[src/rtl/fractal_sync_root_rsp.sv]
`default_nettype none
// ============================================================================
// fractal_sync_root_rsp: buffers sync requests from the tree root and answers
// each with a wake (level, id) or error pulse. Optional: FRACTAL_SYNC_ROOT_RSP_STATS_EN
// Revision: 1.0
// ============================================================================
module fractal_sync_root_rsp #(
    parameter int AGGR_WIDTH  = 5,
    parameter int LVL_WIDTH   = 3,
    parameter int ID_WIDTH    = 5,
    parameter int LVL_OFFSET  = 0,
    parameter int FIFO_DEPTH  = 4,
    parameter int RSP_LATENCY = 0
) (
    input  logic                  clk_i,
    input  logic                  rst_i,
    input  logic                  req_sync_i,
    input  logic [AGGR_WIDTH-1:0] req_aggr_i,
    input  logic [ID_WIDTH-1:0]   req_id_i,
    output logic                  rsp_wake_o,
    output logic [LVL_WIDTH-1:0]  rsp_lvl_o,
    output logic [ID_WIDTH-1:0]   rsp_id_o,
    output logic                  rsp_error_o,
    output logic                  overflow_o
`ifdef FRACTAL_SYNC_ROOT_RSP_STATS_EN
    ,
    output logic [15:0]           wake_cnt_o,
    output logic [15:0]           err_cnt_o
`endif
);

    localparam int ENTRY_W = AGGR_WIDTH + ID_WIDTH;
    localparam int PTR_W   = (FIFO_DEPTH > 1) ? $clog2(FIFO_DEPTH) : 1;
    localparam int OCC_W   = $clog2(FIFO_DEPTH + 1);
    localparam int LAT_W   = (RSP_LATENCY > 0) ? $clog2(RSP_LATENCY + 1) : 1;
    localparam logic [PTR_W-1:0] LAST_PTR = PTR_W'(FIFO_DEPTH - 1);
    localparam logic [OCC_W-1:0] FULL_OCC = OCC_W'(FIFO_DEPTH);
    localparam logic [LAT_W-1:0] LAT_LOAD = LAT_W'(RSP_LATENCY);

    typedef enum logic [1:0] {
        IDLE = 2'd0,
        WAIT = 2'd1,
        RESP = 2'd2
    } state_t;

    state_t                state;
    logic [ENTRY_W-1:0]    mem [FIFO_DEPTH];
    logic [PTR_W-1:0]      wr_ptr;
    logic [PTR_W-1:0]      rd_ptr;
    logic [OCC_W-1:0]      occ;
    logic [LAT_W-1:0]      cnt;
    logic [AGGR_WIDTH-1:0] held_aggr;
    logic [ID_WIDTH-1:0]   held_id;
    logic                  wake_q;
    logic                  err_q;
    logic [LVL_WIDTH-1:0]  lvl_q;
    logic [ID_WIDTH-1:0]   id_q;
    logic                  overflow_q;
    logic [LVL_WIDTH-1:0]  lvl;
    logic [ENTRY_W-1:0]    head;
    logic                  empty;
    logic                  full;
    logic                  pop;
    logic                  push;
    logic                  drop;

    assign head  = mem[rd_ptr];
    assign empty = (occ == '0);
    assign full  = (occ == FULL_OCC);
    assign pop   = ((state == IDLE) || (state == RESP)) && !empty;
    // A pop in the same cycle frees the slot, so a full FIFO can still accept.
    assign push  = req_sync_i && (!full || pop);
    assign drop  = req_sync_i && full && !pop;

    always_comb begin
        lvl = '0;
        for (int i = 0; i < AGGR_WIDTH; i++) begin
            if (held_aggr[i]) lvl = LVL_WIDTH'(i + 1 + LVL_OFFSET);
        end
    end

    always_ff @(posedge clk_i) begin
        if (rst_i) begin
            wr_ptr     <= '0;
            rd_ptr     <= '0;
            occ        <= '0;
            overflow_q <= 1'b0;
        end else begin
            if (push) begin
                mem[wr_ptr] <= {req_aggr_i, req_id_i};
                wr_ptr      <= (wr_ptr == LAST_PTR) ? '0 : wr_ptr + 1'b1;
            end
            if (pop) rd_ptr <= (rd_ptr == LAST_PTR) ? '0 : rd_ptr + 1'b1;
            if (push && !pop) occ <= occ + 1'b1;
            else if (pop && !push) occ <= occ - 1'b1;
            if (drop) overflow_q <= 1'b1;
        end
    end

    always_ff @(posedge clk_i) begin
        if (rst_i) begin
            state     <= IDLE;
            cnt       <= '0;
            held_aggr <= '0;
            held_id   <= '0;
            wake_q    <= 1'b0;
            err_q     <= 1'b0;
            lvl_q     <= '0;
            id_q      <= '0;
        end else begin
            wake_q <= 1'b0;
            err_q  <= 1'b0;
            lvl_q  <= '0;
            id_q   <= '0;
            case (state)
                IDLE, RESP: begin
                    if (!empty) begin
                        {held_aggr, held_id} <= head;
                        cnt                  <= LAT_LOAD;
                        state                <= WAIT;
                    end else begin
                        state <= IDLE;
                    end
                end
                WAIT: begin
                    if (cnt == '0) begin
                        state  <= RESP;
                        wake_q <= |held_aggr;
                        err_q  <= ~|held_aggr;
                        lvl_q  <= (|held_aggr) ? lvl : '0;
                        id_q   <= held_id;
                    end else begin
                        cnt <= cnt - 1'b1;
                    end
                end
                default: state <= IDLE;
            endcase
        end
    end

    // Outputs are forced low during reset so an in-flight response is aborted.
    assign rsp_wake_o  = wake_q & ~rst_i;
    assign rsp_error_o = err_q & ~rst_i;
    assign rsp_lvl_o   = lvl_q & {LVL_WIDTH{~rst_i}};
    assign rsp_id_o    = id_q & {ID_WIDTH{~rst_i}};
    assign overflow_o  = overflow_q & ~rst_i;

`ifdef FRACTAL_SYNC_ROOT_RSP_STATS_EN
    logic [15:0] wake_cnt;
    logic [15:0] err_cnt;
    logic [16:0] wake_sum;
    logic [16:0] err_sum;

    assign wake_sum = {1'b0, wake_cnt} + 17'(wake_q);
    assign err_sum  = {1'b0, err_cnt} + 17'(err_q) + 17'(drop);

    always_ff @(posedge clk_i) begin
        if (rst_i) begin
            wake_cnt <= '0;
            err_cnt  <= '0;
        end else begin
            wake_cnt <= wake_sum[16] ? 16'hFFFF : wake_sum[15:0];
            err_cnt  <= err_sum[16] ? 16'hFFFF : err_sum[15:0];
        end
    end

    assign wake_cnt_o = wake_cnt;
    assign err_cnt_o  = err_cnt;
`endif

endmodule
`default_nettype wire

[config.mk]
export PLATFORM = sky130hd
export DESIGN_NAME = fractal_sync_root_rsp
export DESIGN_NICKNAME = d
export VERILOG_FILES = /design/src/rtl/fractal_sync_root_rsp.sv
export SDC_FILE = /design/constraint.sdc
export NUM_CORES = 1
export LEC_CHECK = 0
export ABC_AREA = 1
export CAP_MARGIN = 10
export CELL_PAD_IN_SITES_DETAIL_PLACEMENT = 1
export CELL_PAD_IN_SITES_GLOBAL_PLACEMENT = 2
export CORE_ASPECT_RATIO = 2
export CORE_MARGIN = 4
export CORE_UTILIZATION = 32
export DETAILED_ROUTE_END_ITERATION = 6
export PLACE_DENSITY = 0.8
export SKIP_CTS_REPAIR_TIMING = 1
export SLEW_MARGIN = 10
export SYNTH_ARGS = -nofsm -noshare
export SYNTH_HDL_FRONTEND = slang
export SYNTH_SLANG_ARGS = --single-unit
[constraint.sdc]
create_clock -name clk_i -period 1.72 [get_ports clk_i]
set_input_delay 0.258 -clock clk_i [delete_from_list [all_inputs] [get_ports clk_i]]
set_output_delay 0.258 -clock clk_i [all_outputs]
set_load 0.05 [all_outputs]
# Yosys cells after proc, flatten, opt, wreduce, memory -nomap -nowiden
# Memory sizes are Yosys's and may differ from the RTL's. A register that Yosys moved wholly into a read port is not among the register bits.
# Index checks and enable logic that the tools add are counted.
word_totals:
  regBits: 21
  ramBits: 40
  input_bits: 13
  out_inout_bits: 11
  word_cells: 75
  mem_count: 1
op_classes:
  n_addsub: 5
  eq_ne: 7
  muxes: 18
  bitwise: 9
  n_reduce_logical: 24
mem_list:
  columns: ["memory", "depth", "width", "rd", "rd_ports_with_merged_regs", "write_ports", "line_no", "rtl"]
  rows:
  - ["mem", 4, 10, 1, 1, 1, "47", "logic [ENTRY_W-1:0] mem [FIFO_DEPTH];"]
op_table:
  columns: ["cell", "n"]
  rows:
  - ["$mux W3", 6]
  - ["$mux W1", 7]
  - ["$eq A2 B2 Y1 const B", 3]
  - ["$logic_and A1 B1 Y1", 6]
  - ["$mux W2", 3]
  - ["$reduce_or A6 Y1", 1]
  - ["$and A5 B5 Y5", 1]
  - ["$logic_not A1 Y1", 5]
  - ["$reduce_or A5 Y1", 1]
  - ["$add A2 B1 Y2 const B", 2]
  - ["$ne A2 B2 Y1 const B", 2]
  - ["$not A1 Y1", 4]
  - ["$pmux W2 S2", 1]
  - ["$reduce_and A2 Y1", 2]
  - ["$reduce_bool A2 Y1", 2]
  - ["$reduce_or A4 Y1", 1]
  - ["$add A3 B1 Y3 const B", 1]
  - ["$and A1 B1 Y1", 3]
  - ["$and A3 B3 Y3", 1]
  - ["$eq A3 B3 Y1 const B", 1]
  - ["$logic_not A3 Y1", 1]
  - ["$reduce_or A3 Y1", 1]
  - ["$sub A3 B1 Y3 const B", 1]
  - ["$eq A2 B1 Y1 const B", 1]
  - ["5 further kinds", 6]

# Depth between registers and ports, before layout
logic_depth:
  ltp_word: 9
  mapped_depth: 13
  ltp_nobuf: 12

# Least setup slack after synthesis
# OpenSTA, ideal clock, no wires.
synth_path:
  kind: "reg2reg"
  startpoint: "register occ[0]"
  endpoint: "register occ[1]"
  setup_ns: 0.113
  arrival_ns: 1.617
  required_time_ns: 1.607
  path_slack_ns: -0.011
  stages_incl_launch_ff: 9
  n_path_buf: 0
  synth_period_minus_slack_ns: 1.731
  cell_sequence: "dfxtp_1 > nor2_2 > nand3_1 > and2_1 > ha_1 > inv_1 > fa_1 > o21ai_1 > nor2_1"
synth_via:
  elab_chain_len: 8
  elab_cells_between_ends: 16
  cone_classes: "add/sub: 2; eq/ne: 1; mux: 2; reduce/logical: 11"
synth_lines:
  columns: ["item", "line_no", "rtl"]
  rows:
  - ["start, declared", "50", "logic [OCC_W-1:0] occ;"]
  - ["start signal, assigned", "94", "if (push && !pop) occ <= occ + 1'b1;"]
  - ["start signal, assigned", "95", "else if (pop && !push) occ <= occ - 1'b1;"]
  - ["branches (longest 8 deep; another with $sub A3 B1 Y3)", null, null]
# Parallel ways; which one is timed is not known. The select of a mux whose other input is x is not followed.
# A chain may end at the register's enable or synchronous reset.

# Worst setup path after layout
# Same ends and word-level chain as after synthesis.

==> impl_results.md <==
* Maxcap violations at 0
* Remaining Overflow, GRT at 0
* Final Skew at 0.00555 ns
* Lkg Pwr at around 0.0017 uW
* IO Port Bufs at 23
* Reg2Reg Launch Point: occ[0]
* Die area at approximately 0.011 mm^2
* Flop-to-flop setup slack at 0.05 ns
* Worst IR drop on VDD at about 0.82 mV
* CP max stage delay at 0.43 ns
* Ant diodes at 0
* Final hold violation count at 0
* Fin nets at 403
* Worst hold path stage count at 2
* Sink Count at 70
* Clock Tree Buf Depth at 2
* # DRC at 0
* Max Slew Vio Count at 0
* Iteration-0 DRC Markers at 102
* Slew headroom at 78.6%
* Die width at 76.6 um
* DRT Wirelength at approximately 5600 um
* Antenna-violating nets left at 0
* Mapped cell area at 0.00301 mm^2
* Seq/Total Area, Yosys at 59.8%
* Levels on crit path at 8
* Async SR Flop Fraction at 0%
* CTS buffer count at 9
* CP Cell Sequence: nor2_4 > nand3_2 > and2_4 > ha_2 > inv_2 > fa_2 > o21ai_2 > nor2_1
* Initial Utilization at 33.2%
* Element type at the critical path start: register
* Routed via count at around 2100
* Crit path buf inv count at 1
* Outcome: complete, no violations
* Filler cells at 1046
* Cell row count at 49
* Total Routing Usage GR at 11.5%
* Skew-Pair Late Insertion Delay at 0.33 ns
* Mapped Avg Cell Area at around 8.8 um^2
* Fmax achieved at 598 MHz
* Critical path arrival at 1.89 ns
* Setup Viol. Count Final at 0
* RD Place Congestion at about 0.7
* Die extent in y at 145 um
* Area Growth Syn to Fin at 27.5%
* Synth Instances at 344
* FF-to-FF End: occ[1]
* Vias/cell at between 4 and 5
* Reg2Reg Depth at 8
* I/O Pins at 24
* #FFs+latches synth at 70
* Worst slack at placement at -0.254 ns
* Hold Path Sink: id_q[2]
* Slew @ Worst Pin at roughly 0.32 ns
* Core area at 0.00907 mm^2
* Distinct cells, synth at 23
* Crit path max-delay family: adder cells
* Share of cells above drive strength 1 at 14.5%
* Most frequent cells in the layout: nand2_1 (80), inv_1 (73), nor2_1 (58)
* HP Start: held_id[2]
* Final min period at 1.67 ns
* Worst-path maximum fanout at 2
* Kind of critical path: reg2reg
* TritonCTS clock tree: done
* Required @ worst endpoint at 1.94 ns
* Global-route wire length before repair at 10100 um
* Worst Setup End Kind: register
* WL/cell at between 10 and 15 um
* Crit-path slowest cell: fa_2
* Worst Setup SP: occ[0]
* TNS Setup at 0 ns
* Area occupied by registers at between 0.0015 and 0.002 mm^2
* Yosys warns at 0
* Synth Flop Type: edfxtp_1
* Min-Delay Path Class: reg2reg
* Syn Nets at between 300 and 400
* Pwr Density at 1520 mW/mm^2
* Multi-input logic area at about 860 um^2
* Post-DP HPWL at 4270 um
* Router iterations before antenna repair at 4
* Post-synth EDFFs at 40
* Htree depth at 3
* Most common cell after layout, fill and taps aside: nand2_1
* Period utilization at 97.2%
* RSZ-0062 raised after global routing: yes
* Clock transition at path regs at 0.05 ns
* Largest net degree at the start of global routing at 25
* Vias in the first global route at 2233
* Initial antenna violation count at 0
* Root buf cell: clkbuf_16
* Final worst slack at 0.0489 ns
worst max-delay path by stage:
| stage | to | slack (ns) |
|---|---|---|
| after detailed placement | occ[2] | -0.25 |
| after CTS | occ[2] | -0.04 |
| after global routing | occ[1] | -0.03 |
| after floorplan | occ[1] | 0.003 |
| final | occ[1] | 0.05 |
| after global placement | occ[2] | -0.15 |
worst min-delay path, cell delays in order, from the launching register on:
cell and delay [ns]:
dfxtp_1 0.29, inv_1 0.06, nor2_1 0.04
layout make-up:
type | instances | area share (%)
multi-input cells | 186 | 22.4
flip-flops and latches | 70 | 47.0
inverters | 79 | 7.72
well taps | 102 | 3.32
clock buffers | 11 | 6.06
clock inverters | 4 | 1.89
repair buffers | 37 | 11.6
cells by family after synthesis:
kind of cell               Yosys count  synth area share, %
xor gates and xnor gates             1                0.291
AOI/OAI and AO/OA                    8                 1.49
DFF                                 70                 59.8
and+or+nand+nor                    170                 22.9
adders and majority gates            7                 3.16
buffers and inverters               88                 12.3
stage by stage:
step	total power (uW)	cells	area, um^2	util (%)	hold WS [ns]
after detailed placement	3960	474	3510	38.7	0.429
after CTS	5890	489	3820	42.1	0.439
after global routing	6310	489	3840	42.3	0.457
after floorplan	3540	344	3010	-	0.330
final	5830	489	3840	42.3	0.437
after global placement	3890	474	3510	38.7	0.425
report_power, final:
group | internal [uW] | switching, uW
logic | 690 | 1120
registers | 2010 | 124
clock network | 1260 | 623
total | 3960 | 1870
metal layers:
layer  track usage, %  up-vias  part of all wire (%)
met3             2.79        8                   3.3
met1             11.5      964                    39
met4             6.81        0                   2.4
li1                 -     1108                     -
met2             20.9       25                    55
met5                0        -                     0
state kept, by name, indices dropped and copies added (netlist names):
name and flops:
id_q 5, overflow_q 1, err_q 1, wake_q 1, wr_ptr 2, lvl_q 3
rd_ptr 2, occ 3, held_id 5, held_aggr 5, state 2, mem 40
synthesized netlist by cell type (2+ instances only):
library cell | instances | area [um^2]
nor2_1 | 58 | 218
nand2_2 | 2 | 12.5
a21oi_1 | 2 | 10.0
inv_1 | 74 | 278
buf_6 | 4 | 45.0
nand2_1 | 80 | 300
inv_2 | 5 | 18.8
buf_4 | 2 | 15.0
o21ai_1 | 3 | 15.0
ha_1 | 6 | 75.1
edfxtp_1 | 40 | 1200
dfxtp_1 | 30 | 601
nand3_1 | 26 | 130
buf_2 | 3 | 15.0
No activity file was read; power rests on OpenSTA's default activity.
